$ cat config.mk
export PLATFORM = sky130hd
export DESIGN_NAME = pixel_frame_streamer
export DESIGN_NICKNAME = d
export VERILOG_FILES = /design/src/rtl/pixel_frame_streamer.sv
export SDC_FILE = /design/constraint.sdc
export NUM_CORES = 1
export LEC_CHECK = 0
export ABC_AREA = 0
export CAP_MARGIN = 20
export CORE_ASPECT_RATIO = 1.1
export CORE_MARGIN = 5
export CORE_UTILIZATION = 55
export CTS_CLUSTER_DIAMETER = 50
export DETAILED_ROUTE_END_ITERATION = 8
export GPL_TIMING_DRIVEN = 0
export PLACE_DENSITY = 0.86
export REMOVE_ABC_BUFFERS = 1
export SYNTH_ARGS = -nofsm -noshare
export SYNTH_HDL_FRONTEND = slang
export SYNTH_SLANG_ARGS = --single-unit
export TNS_END_PERCENT = 30
$ cat constraint.sdc
create_clock -name clk -period 2.8 [get_ports clk]
set_input_delay 0.56 -clock clk [delete_from_list [all_inputs] [get_ports clk]]
set_output_delay 0.56 -clock clk [all_outputs]
set_load 0.05 [all_outputs]
$ cat src/rtl/pixel_frame_streamer.sv
// Transmit side of the Tracker pixel interface: fetches one frame from the
// frame buffer in raster order and emits each pixel as a single-cycle beat.
`timescale 1ns/1ps

module pixel_frame_streamer #(
  parameter int H_ACT   = 640,
  parameter int V_ACT   = 480,
  parameter int ADDR_W  = 19,  // 2**ADDR_W must cover H_ACT*V_ACT
  parameter int PIX_GAP = 2
) (
  input  logic              clk,
  input  logic              rst_n,
  input  logic              i_start,
  output logic              o_mem_req,
  output logic [ADDR_W-1:0] o_mem_addr,
  input  logic              i_mem_rvalid,
  input  logic [23:0]       i_mem_rdata,
  output logic [23:0]       o_RGB,
  output logic              o_pixelVAL,
  output logic [9:0]        o_pixH,
  output logic [9:0]        o_pixV,
  output logic              o_sof,
  output logic              o_eof,
  input  logic              i_track_valid,
  output logic              o_busy,
  output logic [15:0]       o_frame_cnt
);

  typedef enum logic [2:0] {
    S_IDLE,
    S_REQ,
    S_WAIT,
    S_EMIT,
    S_GAP,
    S_WAIT_TRK
  } state_e;

  localparam logic [9:0] H_LAST = 10'(H_ACT - 1);
  localparam logic [9:0] V_LAST = 10'(V_ACT - 1);
  localparam int GAP_W = (PIX_GAP > 1) ? $clog2(PIX_GAP) : 1;
  localparam logic [GAP_W-1:0] GAP_LAST = GAP_W'((PIX_GAP > 0) ? PIX_GAP - 1 : 0);

  state_e              state_q;
  logic [9:0]          h_q;        // coordinates of the next pixel to fetch
  logic [9:0]          v_q;
  logic [ADDR_W-1:0]   addr_q;     // linear address, tracks v_q*H_ACT+h_q
  logic [GAP_W-1:0]    gap_q;
  logic                last_q;     // final pixel of the frame has been emitted
  logic                mem_req_q;
  logic [23:0]         rgb_q;
  logic                pix_val_q;
  logic [9:0]          pix_h_q;
  logic [9:0]          pix_v_q;
  logic                sof_q;
  logic                eof_q;
  logic                busy_q;
  logic [15:0]         frame_cnt_q;

  // NOTE: all state and outputs are registers updated with non-blocking
  // assignments, so every branch below sees the values from the previous cycle.
  always_ff @(posedge clk or negedge rst_n) begin
    if (!rst_n) begin
      state_q     <= S_IDLE;
      h_q         <= '0;
      v_q         <= '0;
      addr_q      <= '0;
      gap_q       <= '0;
      last_q      <= 1'b0;
      mem_req_q   <= 1'b0;
      rgb_q       <= '0;
      pix_val_q   <= 1'b0;
      pix_h_q     <= '0;
      pix_v_q     <= '0;
      sof_q       <= 1'b0;
      eof_q       <= 1'b0;
      busy_q      <= 1'b0;
      frame_cnt_q <= '0;
    end else begin
      // Strobes default low so each one is a single-cycle pulse.
      mem_req_q <= 1'b0;
      pix_val_q <= 1'b0;
      sof_q     <= 1'b0;
      eof_q     <= 1'b0;

      case (state_q)
        S_IDLE: begin
          if (i_start) begin
            h_q       <= '0;
            v_q       <= '0;
            addr_q    <= '0;
            last_q    <= 1'b0;
            mem_req_q <= 1'b1;
            busy_q    <= 1'b1;
            state_q   <= S_REQ;
          end
        end

        S_REQ: state_q <= S_WAIT;

        S_WAIT: begin
          if (i_mem_rvalid) begin
            rgb_q     <= i_mem_rdata;
            pix_val_q <= 1'b1;
            pix_h_q   <= h_q;
            pix_v_q   <= v_q;
            sof_q     <= (h_q == '0) && (v_q == '0);
            eof_q     <= (h_q == H_LAST) && (v_q == V_LAST);
            state_q   <= S_EMIT;
          end
        end

        S_EMIT: begin
          addr_q <= addr_q + 1'b1;
          if (h_q == H_LAST) begin
            h_q <= '0;
            v_q <= v_q + 1'b1;
          end else begin
            h_q <= h_q + 1'b1;
          end
          last_q <= eof_q;
          gap_q  <= '0;
          if (PIX_GAP > 0) begin
            state_q <= S_GAP;
          end else if (eof_q) begin
            state_q <= S_WAIT_TRK;
          end else begin
            mem_req_q <= 1'b1;
            state_q   <= S_REQ;
          end
        end

        S_GAP: begin
          if (gap_q == GAP_LAST) begin
            if (last_q) begin
              state_q <= S_WAIT_TRK;
            end else begin
              mem_req_q <= 1'b1;
              state_q   <= S_REQ;
            end
          end else begin
            gap_q <= gap_q + 1'b1;
          end
        end

        S_WAIT_TRK: begin
          if (i_track_valid) begin
            frame_cnt_q <= frame_cnt_q + 16'd1;
            if (i_start) begin
              h_q       <= '0;
              v_q       <= '0;
              addr_q    <= '0;
              last_q    <= 1'b0;
              mem_req_q <= 1'b1;
              state_q   <= S_REQ;
            end else begin
              busy_q  <= 1'b0;
              state_q <= S_IDLE;
            end
          end
        end

        default: begin
          busy_q  <= 1'b0;
          state_q <= S_IDLE;
        end
      endcase
    end
  end

  assign o_mem_req   = mem_req_q;
  assign o_mem_addr  = addr_q;
  assign o_RGB       = rgb_q;
  assign o_pixelVAL  = pix_val_q;
  assign o_pixH      = pix_h_q;
  assign o_pixV      = pix_v_q;
  assign o_sof       = sof_q;
  assign o_eof       = eof_q;
  assign o_busy      = busy_q;
  assign o_frame_cnt = frame_cnt_q;

endmodule

Word-level counts from Yosys, hierarchy flattened
Cells that the tools add are included.

$add $sub $neg: 5. Eq/ne operators: 13. Mux-type cells: 38. Bitwise operators: 1. Reductions and logical operators: 14.

Operators by type and width (count): $mux 10 (6); $pmux 10 s3 (2); $pmux 19 s3 (1); $mux 19 (2); $add 10x1->10 const B (2); $logic_not 10->1 (2); $add 19x1->19 const B (1); $pmux 3 s6 (1); $mux 1 (17); $add 16x1->16 const B (1); $mux 3 (5); $ne 2x2->1 const B (6); $eq 10x10->1 const B (1); $eq 10x9->1 const B (1); $pmux 1 s3 (3); $reduce_and 4->1 (2); $eq 3x2->1 const B (2); $eq 3x3->1 const B (2); $reduce_and 2->1 (3); $reduce_or 4->1 (1); $eq 3x1->1 const B (1); $logic_not 3->1 (1); $reduce_and 3->1 (1); $reduce_bool 3->1 (1); 5 further kinds (6).

Register bits: 109. Bits of input ports: 29. Output and inout port bits: 84. Word-level logic and storage cells: 86.

Depth between registers and ports, before layout
Gate-level depths: netlist (run 1).

Depth after elaboration: 4. Mapped depth: 8. Gate-level depth less buffers: 5.

Worst setup path before layout (run 1)
Ideal clock, no wire load.

Path kind: register -> register. Start: reg addr_q[0] (netlist: o_mem_addr[0]). End: reg addr_q[16] (netlist: o_mem_addr[16]). Setup time: 0.078 ns. Arrival: 1.931 ns. Required time: 2.722 ns. Path slack: 0.791 ns. Cell stages (with the launch flop): 6. Buffers on the path: 0. Cell sequence: dfrtp_1 -> ha_1 -> and3_1 -> and4b_1 -> or4b_1 -> a21oi_1.

Longest elaborated chain between the ends: 2.

RTL lines: start, declared (line 46) `logic [ADDR_W-1:0] addr_q;`; start signal, assigned (line 113) `addr_q <= addr_q + 1'b1;`; $add 19x1->19 (line 113); $pmux 19 s3 (line 85) `case (state_q)`.

Every way passes these cells. A chain may end at the register's enable or synchronous reset.

Final worst setup path (run 1)
Start: in i_track_valid. End: reg h_q[3].

Longest elaborated chain between the ends: 2.

RTL lines: start, declared (line 24) `input logic i_track_valid,`; $ne 2x2->1 (no source line); $reduce_and 2->1 (no source line); end signal, assigned (line 118) `h_q <= h_q + 1'b1;`; end, declared (line 44) `logic [9:0] h_q;`.

Every way passes these cells.

==> results.yml, run 1 <==
drt:
  avgViaCountPerCell: 6.00
  wl_per_cell_um: 18.1
  vias: 4115
  drc: 0
  initialDrtViolationCount: 218
  ant_nets: 0
  routed_wl_um: 12400
  dr.pass1.iters: 5
cells_and_area:
  multi_input_area_mm2: 0.00225
  nFillCells: 683
  fin_area_mm2: 0.00663
  fin_util: 0.716
  n_antenna_cell: 0
  layout_commonest_cell: "clkdlybuf4s50_1"
  final_layout_size_suffix_gt1_frac: 0.135
  nets: 599
  area.sequential_mm2: 0.00273
  areaGrowthSynthToFinish_pct: 28.3
  layout_common_cells: "clkdlybuf4s50_1, dfrtp_1, mux2_2"
sta:
  finalHoldViolCount: 0
  max_slew_margin: 0.406
  finalCritPeriodShare: 0.938
  finalCriticalPeriod_ps: 2630
  slew_violations: 0
  finalSetupViolations: 0
  tightest_slew_ps: 883
  rsz0062_at_grt: "no"
  fin_skew_ps: 9.66
  fmax_mhz: 381
global_routing:
  grt_usage: 0.226
  grt_max_degree: 68
  antenna_found_initial: 0
  grt_pass1_vias: 4312
  grt-ovfl-total: 0
  grt_pass1_wl_um: 20800
critical_path:
  critPathSlowestCell: "a311oi_4"
  crit_arrival_ps: 2890
  worst-r2r-setup-slack_ps: 200
  max_stage_delay_ps: 670
  r2r-end: "h_q[3]"
  cp_cell_sequence: "clkdlybuf4s50_1, and3b_1, a311oi_4, buf_6, buf_8, nor3_1, a221o_1"
  critical_path_required_ps: 3070
  worstSetupPathType: "in2reg"
  r2r_cells: 6
  crit_family: "compound AO/OA/AOI/OAI gates"
  timing.rr.start: "state_q[1]"
  crit_buf_inv: 3
  worstSetupStartpointType: "input pin"
  end_kind: "flop"
  crit_fanout: 28
floorplan:
  die_h_um: 112
  core_mm2: 0.00926
  row_count: 37
  ios: 113
  start_util: 0.558
  die_w_um: 102
  die_area_mm2: 0.0114
logic_synthesis:
  synth_cell_types: 58
  yosysSeqAreaShare: 0.528
  synth_area_mm2: 0.00517
  async_flop_share: 1.00
  synthCells: 460
  synth_edf_count: 0
  synthFlopType: "dfrtp_1"
  synth_warnings: 0
  ys_ff_latch: 109
  avgSynthCellArea_um2: 11.2
min_path:
  min_path_type: "in2async"
placement:
  gp_congestion: 0.841
  io_buffers: 112
  placed_area_mm2: 0.00638
  dpl.hpwl_um: 8770
clock_network:
  cts-buffers-inserted: 9
  clock-sinks: 109
  cts_htree_levels: 3
  root_buffer: "clkbuf_8"
  insertion_delay_ps: 380
  cts_tree: "done"
  clk_path_buf_depth: 2
  cts.reportedPaths.clkPinSlew_ps: 100
  cts_setup_buffers: 0
status:
  status: "completed"
flow_run:
  drv_cap: 0
power_and_ir_drop:
  leakagePower_uw: 0.00280
  ir_drop_mv: 0.914
  power_density_mw_per_mm2: 960
[worst register-to-register path, cell delays in order, from the launching register on]
cell and delay (ps):
dfrtp_1 580, and3b_2 450, a311oi_4 620, buf_6 260, buf_8 200, nor3_1 80, a221o_1 320
[metrics by stage]
step | hold WS, ps | std cells | setup WS [ps] | setup TNS (ps) | power, uW
after global routing | 323 | 686 | 56.5 | 0 | 6670
after detailed placement | 475 | 669 | -178 | -1250 | 5280
after global placement | 463 | 664 | -2920 | -359550 | 5090
final | 272 | 686 | 173 | 0 | 6370
after CTS | 290 | 685 | 54.7 | 0 | 6380
after floorplan | 264 | 435 | 130 | 0 | 4170
[worst max path at each step]
stage | start | to | slack [ps] | cells past startpoint
detailed placement | i_track_valid | h_q[3] | -180 | 7
global placement | rst_n | o_pixH[3] | -2920 | 1
floorplan | state_q[2] | h_q[3] | 130 | 4
global route | state_q[1] | h_q[3] | 60 | 6
CTS | state_q[2] | h_q[3] | 50 | 6
finish | i_track_valid | h_q[3] | 170 | 7
[layer usage]
metal,global-route usage,share of wire,vias to the layer above
met5,0,0,-
met4,0.0840,0.022,0
met3,0.0445,0.051,23
met2,0.391,0.54,129
met1,0.276,0.39,2051
li1,-,-,1912
[flip-flops by register name (all words and copies together), names as in the netlist, 3 cells and up]
name,count
o_RGB,24
o_mem_addr,19
o_frame_cnt,16
h_q,10
o_pixH,10
o_pixV,10
v_q,10
state_q,3
[kinds of logic after synthesis]
kind of cell               after synthesis  synth area share
AOI/OAI and AO/OA                       84             0.107
xor gates and xnor gates                16            0.0271
adders and majority gates                6            0.0145
buffers and inverters                   37            0.0378
DFF                                    109             0.528
muxes                                   47             0.102
and+or+nand+nor                        161             0.184
[report_power, final]
group / internal (uW) / total (uW) / switching [uW]
Combinational: 1090 / 2960 / 1870
Clock: 520 / 1090 / 575
Sequential: 1940 / 2310 / 372
[cells in the mapped netlist (2+ instances only)]
| master | instances | area (um^2) |
|---|---|---|
| dfrtp_1 | 109 | 2730 |
| mux2_2 | 44 | 495 |
| nand2_1 | 35 | 131 |
| o21ai_0 | 23 | 115 |
| a21oi_1 | 22 | 110 |
| nand3_1 | 20 | 100 |
| nand4_1 | 15 | 93.8 |
| nor2_1 | 15 | 56.3 |
| or4_1 | 13 | 97.6 |
| inv_1 | 12 | 45.0 |
| o31ai_1 | 12 | 90.1 |
| xnor2_1 | 12 | 105 |
| and3_1 | 11 | 68.8 |
| clkbuf_1 | 9 | 33.8 |
| or3_1 | 8 | 50.1 |
| nor4_1 | 7 | 43.8 |
| ha_1 | 6 | 75.1 |
| a31oi_1 | 5 | 31.3 |
| and2_1 | 5 | 31.3 |
| and4_1 | 5 | 43.8 |
| buf_2 | 5 | 25.0 |
| buf_6 | 5 | 56.3 |
| nand2b_1 | 5 | 31.3 |
| nor3_1 | 5 | 25.0 |
| xor2_1 | 4 | 35.0 |
| buf_4 | 3 | 22.5 |
| mux2i_1 | 3 | 30.0 |
| o41ai_1 | 3 | 26.3 |
| a22o_1 | 2 | 17.5 |
| and3b_1 | 2 | 17.5 |
| buf_1 | 2 | 7.51 |
| nand3b_1 | 2 | 15.0 |
| nor4b_1 | 2 | 17.5 |
| o211ai_1 | 2 | 15.0 |
| o31a_1 | 2 | 17.5 |
| or3b_2 | 2 | 17.5 |
| or4b_1 | 2 | 20.0 |
[repair_timing]
item	CTS	global route
pin swaps	0	1
gates resized for setup	1	3
setup endpoints to repair	10	14
hold buffers	0	0
[cell type report]
| class | instances | area share |
|---|---|---|
| repair buffers | 118 | 0.185 |
| flip-flops and latches | 109 | 0.412 |
| clock buffers | 9 | 0.0187 |
| multi-input cells | 314 | 0.340 |
| inverters | 12 | 0.00679 |
| clock inverters | 7 | 0.0158 |
| well taps | 117 | 0.0221 |
(Power assumes the default switching activity.)
==> run 2, diff against run 1 <==
--- a/config.mk
+++ b/config.mk
@@ -8,7 +8,7 @@
 export ABC_AREA = 0
 export CAP_MARGIN = 20
 export CORE_ASPECT_RATIO = 1.1
-export CORE_MARGIN = 5
+export CORE_MARGIN = 2
 export CORE_UTILIZATION = 55
 export CTS_CLUSTER_DIAMETER = 50
 export DETAILED_ROUTE_END_ITERATION = 8
==> run 2 against run 1 <==
Effect of this change: hold slack improved by 3.7 ps; clock-buffer cell count did not move; final area fell by 0.32%; via count fell by 0.44%; largest cell class unchanged; highest routed layer unchanged.
==> results.yml, run 2 (same netlist as run 1, synthesis figures left out) <==
sta:
  tightest_slew_ps: 1070
  worst_slack_ps: 199
  fmax_mhz: 384
  max_slew_margin: 0.284
  rsz0062_at_grt: "no"
  finalCritPeriodShare: 0.929
  finalSetupViolations: 0
  finalCriticalPeriod_ps: 2600
  fin_skew_ps: 11.3
  worst_hold_slack_ps: 276
  finalHoldViolCount: 0
  slew_violations: 0
cells_and_area:
  n_antenna_cell: 0
  fin_util: 0.714
  fin_area_mm2: 0.00661
  final_cells: 685
  layout_common_cells: "clkdlybuf4s50_1, dfrtp_1, mux2_2"
  largest_register_ffs: 24
  layout_commonest_cell: "clkdlybuf4s50_1"
  areaGrowthSynthToFinish_pct: 27.9
  final_layout_size_suffix_gt1_frac: 0.132
  nets: 598
flow_run:
  drv_cap: 0
clock_network:
  cts-buffers-inserted: 9
  cts_tree: "done"
  cts_htree_levels: 3
  clock-sinks: 109
  cts_hold_buf: 0
  insertion_delay_ps: 370
  clk_path_buf_depth: 2
  cts.reportedPaths.clkPinSlew_ps: 110
  cts_setup_buffers: 0
  root_buffer: "clkbuf_8"
critical_path:
  crit_arrival_ps: 2810
  cp_cell_sequence: "and3b_2, a311oi_4, buf_8, buf_8, or4_1, a21oi_1"
  timing.rr.start: "state_q[2]"
  cp_common_cell: "buf_8"
  crit_family: "flip-flops"
  worstSetupStartpoint: "state_q[2]"
  worstSetupStartpointType: "flop"
  end_kind: "flop"
  max_stage_delay_ps: 750
  crit_buf_inv: 2
  worstSetupPathType: "reg2reg"
  crit_fanout: 24
  critPathSlowestCell: "dfrtp_1"
  critical_path_required_ps: 3010
placement:
  gp_congestion: 0.809
  io_buffers: 112
  dpl.hpwl_um: 8400
  place_worst_setup_slack_ps: -126
  dpl.cell_count: 669
  placed_area_mm2: 0.00640
global_routing:
  grt_pass1_vias: 4077
  grt_pass1_wl_um: 19800
  grt-ovfl-total: 0
  grt_usage: 0.247
  grt_max_degree: 67
  antenna_found_initial: 0
drt:
  initialDrtViolationCount: 208
  routed_wl_um: 11800
  drc: 0
  wl_per_cell_um: 17.3
  dr.pass1.iters: 6
  avgViaCountPerCell: 5.98
  vias: 4097
  ant_nets: 0
floorplan:
  ios: 113
  die_h_um: 106
  die_w_um: 96.4
  core_mm2: 0.00926
  start_util: 0.558
  row_count: 37
  die_area_mm2: 0.0102
power_and_ir_drop:
  ir_drop_mv: 0.914
  power_density_mw_per_mm2: 946
  leakagePower_uw: 0.00278
status:
  status: "completed"
min_path:
  min_path_type: "in2async"
==> run 2: cell count changes in the layout (fill, tap and decap cells not counted), sizes merged <==
cell and delta:
clkinv -1, bufinv -1, buf -1, clkinvlp +2
==> run 2: power breakdown <==
part	switching, uW	internal (uW)
Sequential	379	1940
Clock	566	428
Combinational	1850	1090
==> run 2: worst paths after layout <==
path / to / cells after the start / slack [ps]
worst min register to register: o_frame_cnt[15] / 1 / 480
worst min-delay path: o_frame_cnt[14] / 1 / 280
worst max register to register: o_mem_addr[8] / 6 / 200
max in group asynchronous: h_q[4] / 2 / 1830
min in group clk: o_frame_cnt[15] / 1 / 480
worst max-delay path: o_mem_addr[8] / 6 / 200
==> run 2: metal layers <==
metal / part of all wire / global-route usage
met4: 0.018 / 0.0865
met3: 0.034 / 0.0350
met1: 0.41 / 0.326
met5: 0 / 0
met2: 0.54 / 0.415
==> run 2: final cells by class <==
cell class | count | area [um^2]
Clock buffer | 9 | 124
Clock inverter | 7 | 81.3
Fill cell | 688 | 2650
Inverter | 12 | 45.0
Multi-Input combinational cell | 314 | 2250
Sequential cell | 109 | 2730
Tap cell | 117 | 146
Timing Repair Buffer | 117 | 1230
==> run 2: through the flow <==
step | power [uW] | TNS [ps]
floorplan | 4170 | 0
global placement | 5080 | -352800
detailed placement | 5280 | -1050
CTS | 6290 | 0
global route | 6560 | 0
finish | 6250 | 0
==> run 2: repair_timing <==
item / 4_1_cts / 5_1_grt
pin swaps: 0 / 1
cloned: 0 / 0
setup endpoints to repair: 11 / 18
resized for setup: 1 / 2
endpoints found under the hold margin: 0 / 0
==> run 3, diff against run 2 <==
--- a/config.mk
+++ b/config.mk
@@ -5,11 +5,11 @@
 export SDC_FILE = /design/constraint.sdc
 export NUM_CORES = 1
 export LEC_CHECK = 0
-export ABC_AREA = 0
+export ABC_AREA = 1
 export CAP_MARGIN = 20
 export CORE_ASPECT_RATIO = 1.1
-export CORE_MARGIN = 2
-export CORE_UTILIZATION = 55
+export CORE_MARGIN = 5
+export CORE_UTILIZATION = 56
 export CTS_CLUSTER_DIAMETER = 50
 export DETAILED_ROUTE_END_ITERATION = 8
 export GPL_TIMING_DRIVEN = 0
==> run 3 against run 2 <==
Effect of this change: clock skew about the same; synthesized area increased by 5.3%; highest routed layer unchanged; global-route usage decreased by 2.4 points; maximum frequency increased by 10%.
==> results.yml, run 3 <==
sta:
  finalHoldViolCount: 0
  worst_slack_ps: 445
  rsz0062_at_grt: "no"
  fmax_mhz: 425
  fin_skew_ps: 10.9
  finalCritPeriodShare: 0.841
  worst_hold_slack_ps: 162
  slew_violations: 0
  finalSetupViolations: 0
  tightest_slew_ps: 796
  max_slew_margin: 0.468
  finalCriticalPeriod_ps: 2350
critical_path:
  cp_cell_sequence: "clkdlybuf4s50_1"
  worstSetupStartpointType: "flop"
  max_stage_delay_ps: 880
  end_kind: "output port"
  critical_path_required_ps: 2240
  crit_family: "buffers and inverters"
  worst-r2r-setup-slack_ps: 500
  crit_buf_inv: 1
  critPathSlowestCell: "clkdlybuf4s50_1"
  crit_fanout: 10
  worstSetupPathType: "reg2out"
  crit_arrival_ps: 1790
placement:
  io_buffers: 112
  dpl.cell_count: 908
  dpl.hpwl_um: 9470
  gp_congestion: 0.884
  place_worst_setup_slack_ps: 365
clock_network:
  clk_path_buf_depth: 2
  cts-buffers-inserted: 9
  clock-sinks: 109
  cts_tree: "done"
  cts_setup_buffers: 0
  root_buffer: "clkbuf_8"
  cts_htree_levels: 3
  insertion_delay_ps: 370
  cts_hold_buf: 0
  cts-resized-gates: 0
  cts.reportedPaths.clkPinSlew_ps: 110
drt:
  highest_layer: "met4"
  wl_met2_um: 6590
  avgViaCountPerCell: 5.40
  vias: 4988
  wl_per_cell_um: 14.1
  drc: 0
  initialDrtViolationCount: 280
  ant_nets: 0
  dr.pass1.iters: 5
  wl_met3_um: 697
  drt-met1-wl_um: 5440
  routed_wl_um: 13100
logic_synthesis:
  synth_cell_types: 30
  yosysMostFrequentCell: "nand2_1"
  synthFlopType: "dfrtp_1"
  synth_common_cells: "nand2_1, dfrtp_1, nor2_1"
  ys_top_cells_by_area: "dfrtp_1, nand2_1, nand3_1"
  post-synth-top-area-fraction: 0.501
  avgSynthCellArea_um2: 7.83
  yosysSeqAreaShare: 0.501
  synth_area_mm2: 0.00544
  ys_ff_latch: 109
  yosys.area.top_type: "dfrtp_1"
  async_flop_share: 1.00
  synth_edf_count: 0
  synth_warnings: 0
  synthCells: 695
cells_and_area:
  layout_common_cells: "nand2_1, clkdlybuf4s50_1, dfrtp_1"
  layout_commonest_cell: "nand2_1"
  final_layout_size_suffix_gt1_frac: 0.0558
  areaGrowthSynthToFinish_pct: 25.2
  n_antenna_cell: 0
  nets: 837
  largest_register_ffs: 24
  nFillCells: 733
  final_cells: 924
power_and_ir_drop:
  ir_drop_mv: 0.474
  power_density_mw_per_mm2: 886
  leakagePower_uw: 0.00316
global_routing:
  antenna_found_initial: 0
  grt-ovfl-total: 0
  grt_max_degree: 68
  grt_usage: 0.223
  grt_pass1_wl_um: 22300
  grt_pass1_vias: 4864
floorplan:
  die_area_mm2: 0.0118
  start_util: 0.576
  row_count: 37
  core_mm2: 0.00944
  ios: 113
  die_h_um: 113
  die_w_um: 104
min_path:
  min_path_type: "in2async"
flow_run:
  drv_cap: 0
status:
  status: "completed"
## run 3: cell count changes in the layout (fill, tap and decap cells not counted), moves of 20 or more
cell / previous run / this run
nor2_1: 15 / 67
inv_1: 12 / 58
nand3_1: 20 / 51
nand2_1: 35 / 272
a21oi_1: 22 / 2
mux2_2: 44 / 0
## run 3: cells by family after synthesis
family	Yosys count	synth area share
AOI/OAI and AO/OA	59	0.0655
xor gates and xnor gates	15	0.0241
adders and majority gates	6	0.0138
buffers and inverters	82	0.0674
DFF	109	0.501
and+or+nand+nor	424	0.328
## run 3: metal layers
metal / track usage / up-vias
met3: 0.0385 / 30
met5: 0 / -
met1: 0.281 / 2368
met2: 0.388 / 181
li1: - / 2409
met4: 0.0820 / 0
## run 3: area by class of cell
| cell class | count | area (um^2) | area share |
|---|---|---|---|
| Sequential cell | 109 | 2730 | 0.400 |
| Multi-Input combinational cell | 504 | 2350 | 0.344 |
| Tap cell | 117 | 146 | 0.0215 |
| Timing Repair Buffer | 113 | 1150 | 0.168 |
| Clock buffer | 11 | 151 | 0.0222 |
| Clock inverter | 5 | 42.5 | 0.00624 |
| Inverter | 65 | 254 | 0.0373 |
## run 3: final timing paths
| kind | startpoint | end | cells past startpoint |
|---|---|---|---|
| setup / recovery | o_mem_addr[0] | o_mem_addr[0] | 1 |
| hold / removal | rst_n | o_frame_cnt[0] | 1 |
| setup reg to reg | state_q[1] | v_q[2] | 9 |
| hold reg to reg | o_RGB[22] | o_RGB[22] | 2 |
| max in group asynchronous | rst_n | o_pixH[1] | 2 |
| min in group clk | o_RGB[22] | o_RGB[22] | 2 |
## run 3: stage by stage
stage | total power [uW] | utilization | TNS (ps) | cell area (um^2)
after global placement | 5050 | 0.698 | -313820 | 6600
after floorplan | 4110 | - | 0 | 5330
after CTS | 6060 | 0.722 | 0 | 6820
final | 6040 | 0.722 | 0 | 6820
after global routing | 6380 | 0.722 | 0 | 6820
after detailed placement | 5140 | 0.701 | 0 | 6620
## run 3: where the power goes
group | internal (uW) | switching, uW | total (uW) | leakage (uW)
clock network | 383 | 554 | 937 | 0.0000965
logic | 850 | 2040 | 2890 | 0.00160
registers | 1930 | 285 | 2210 | 0.00146
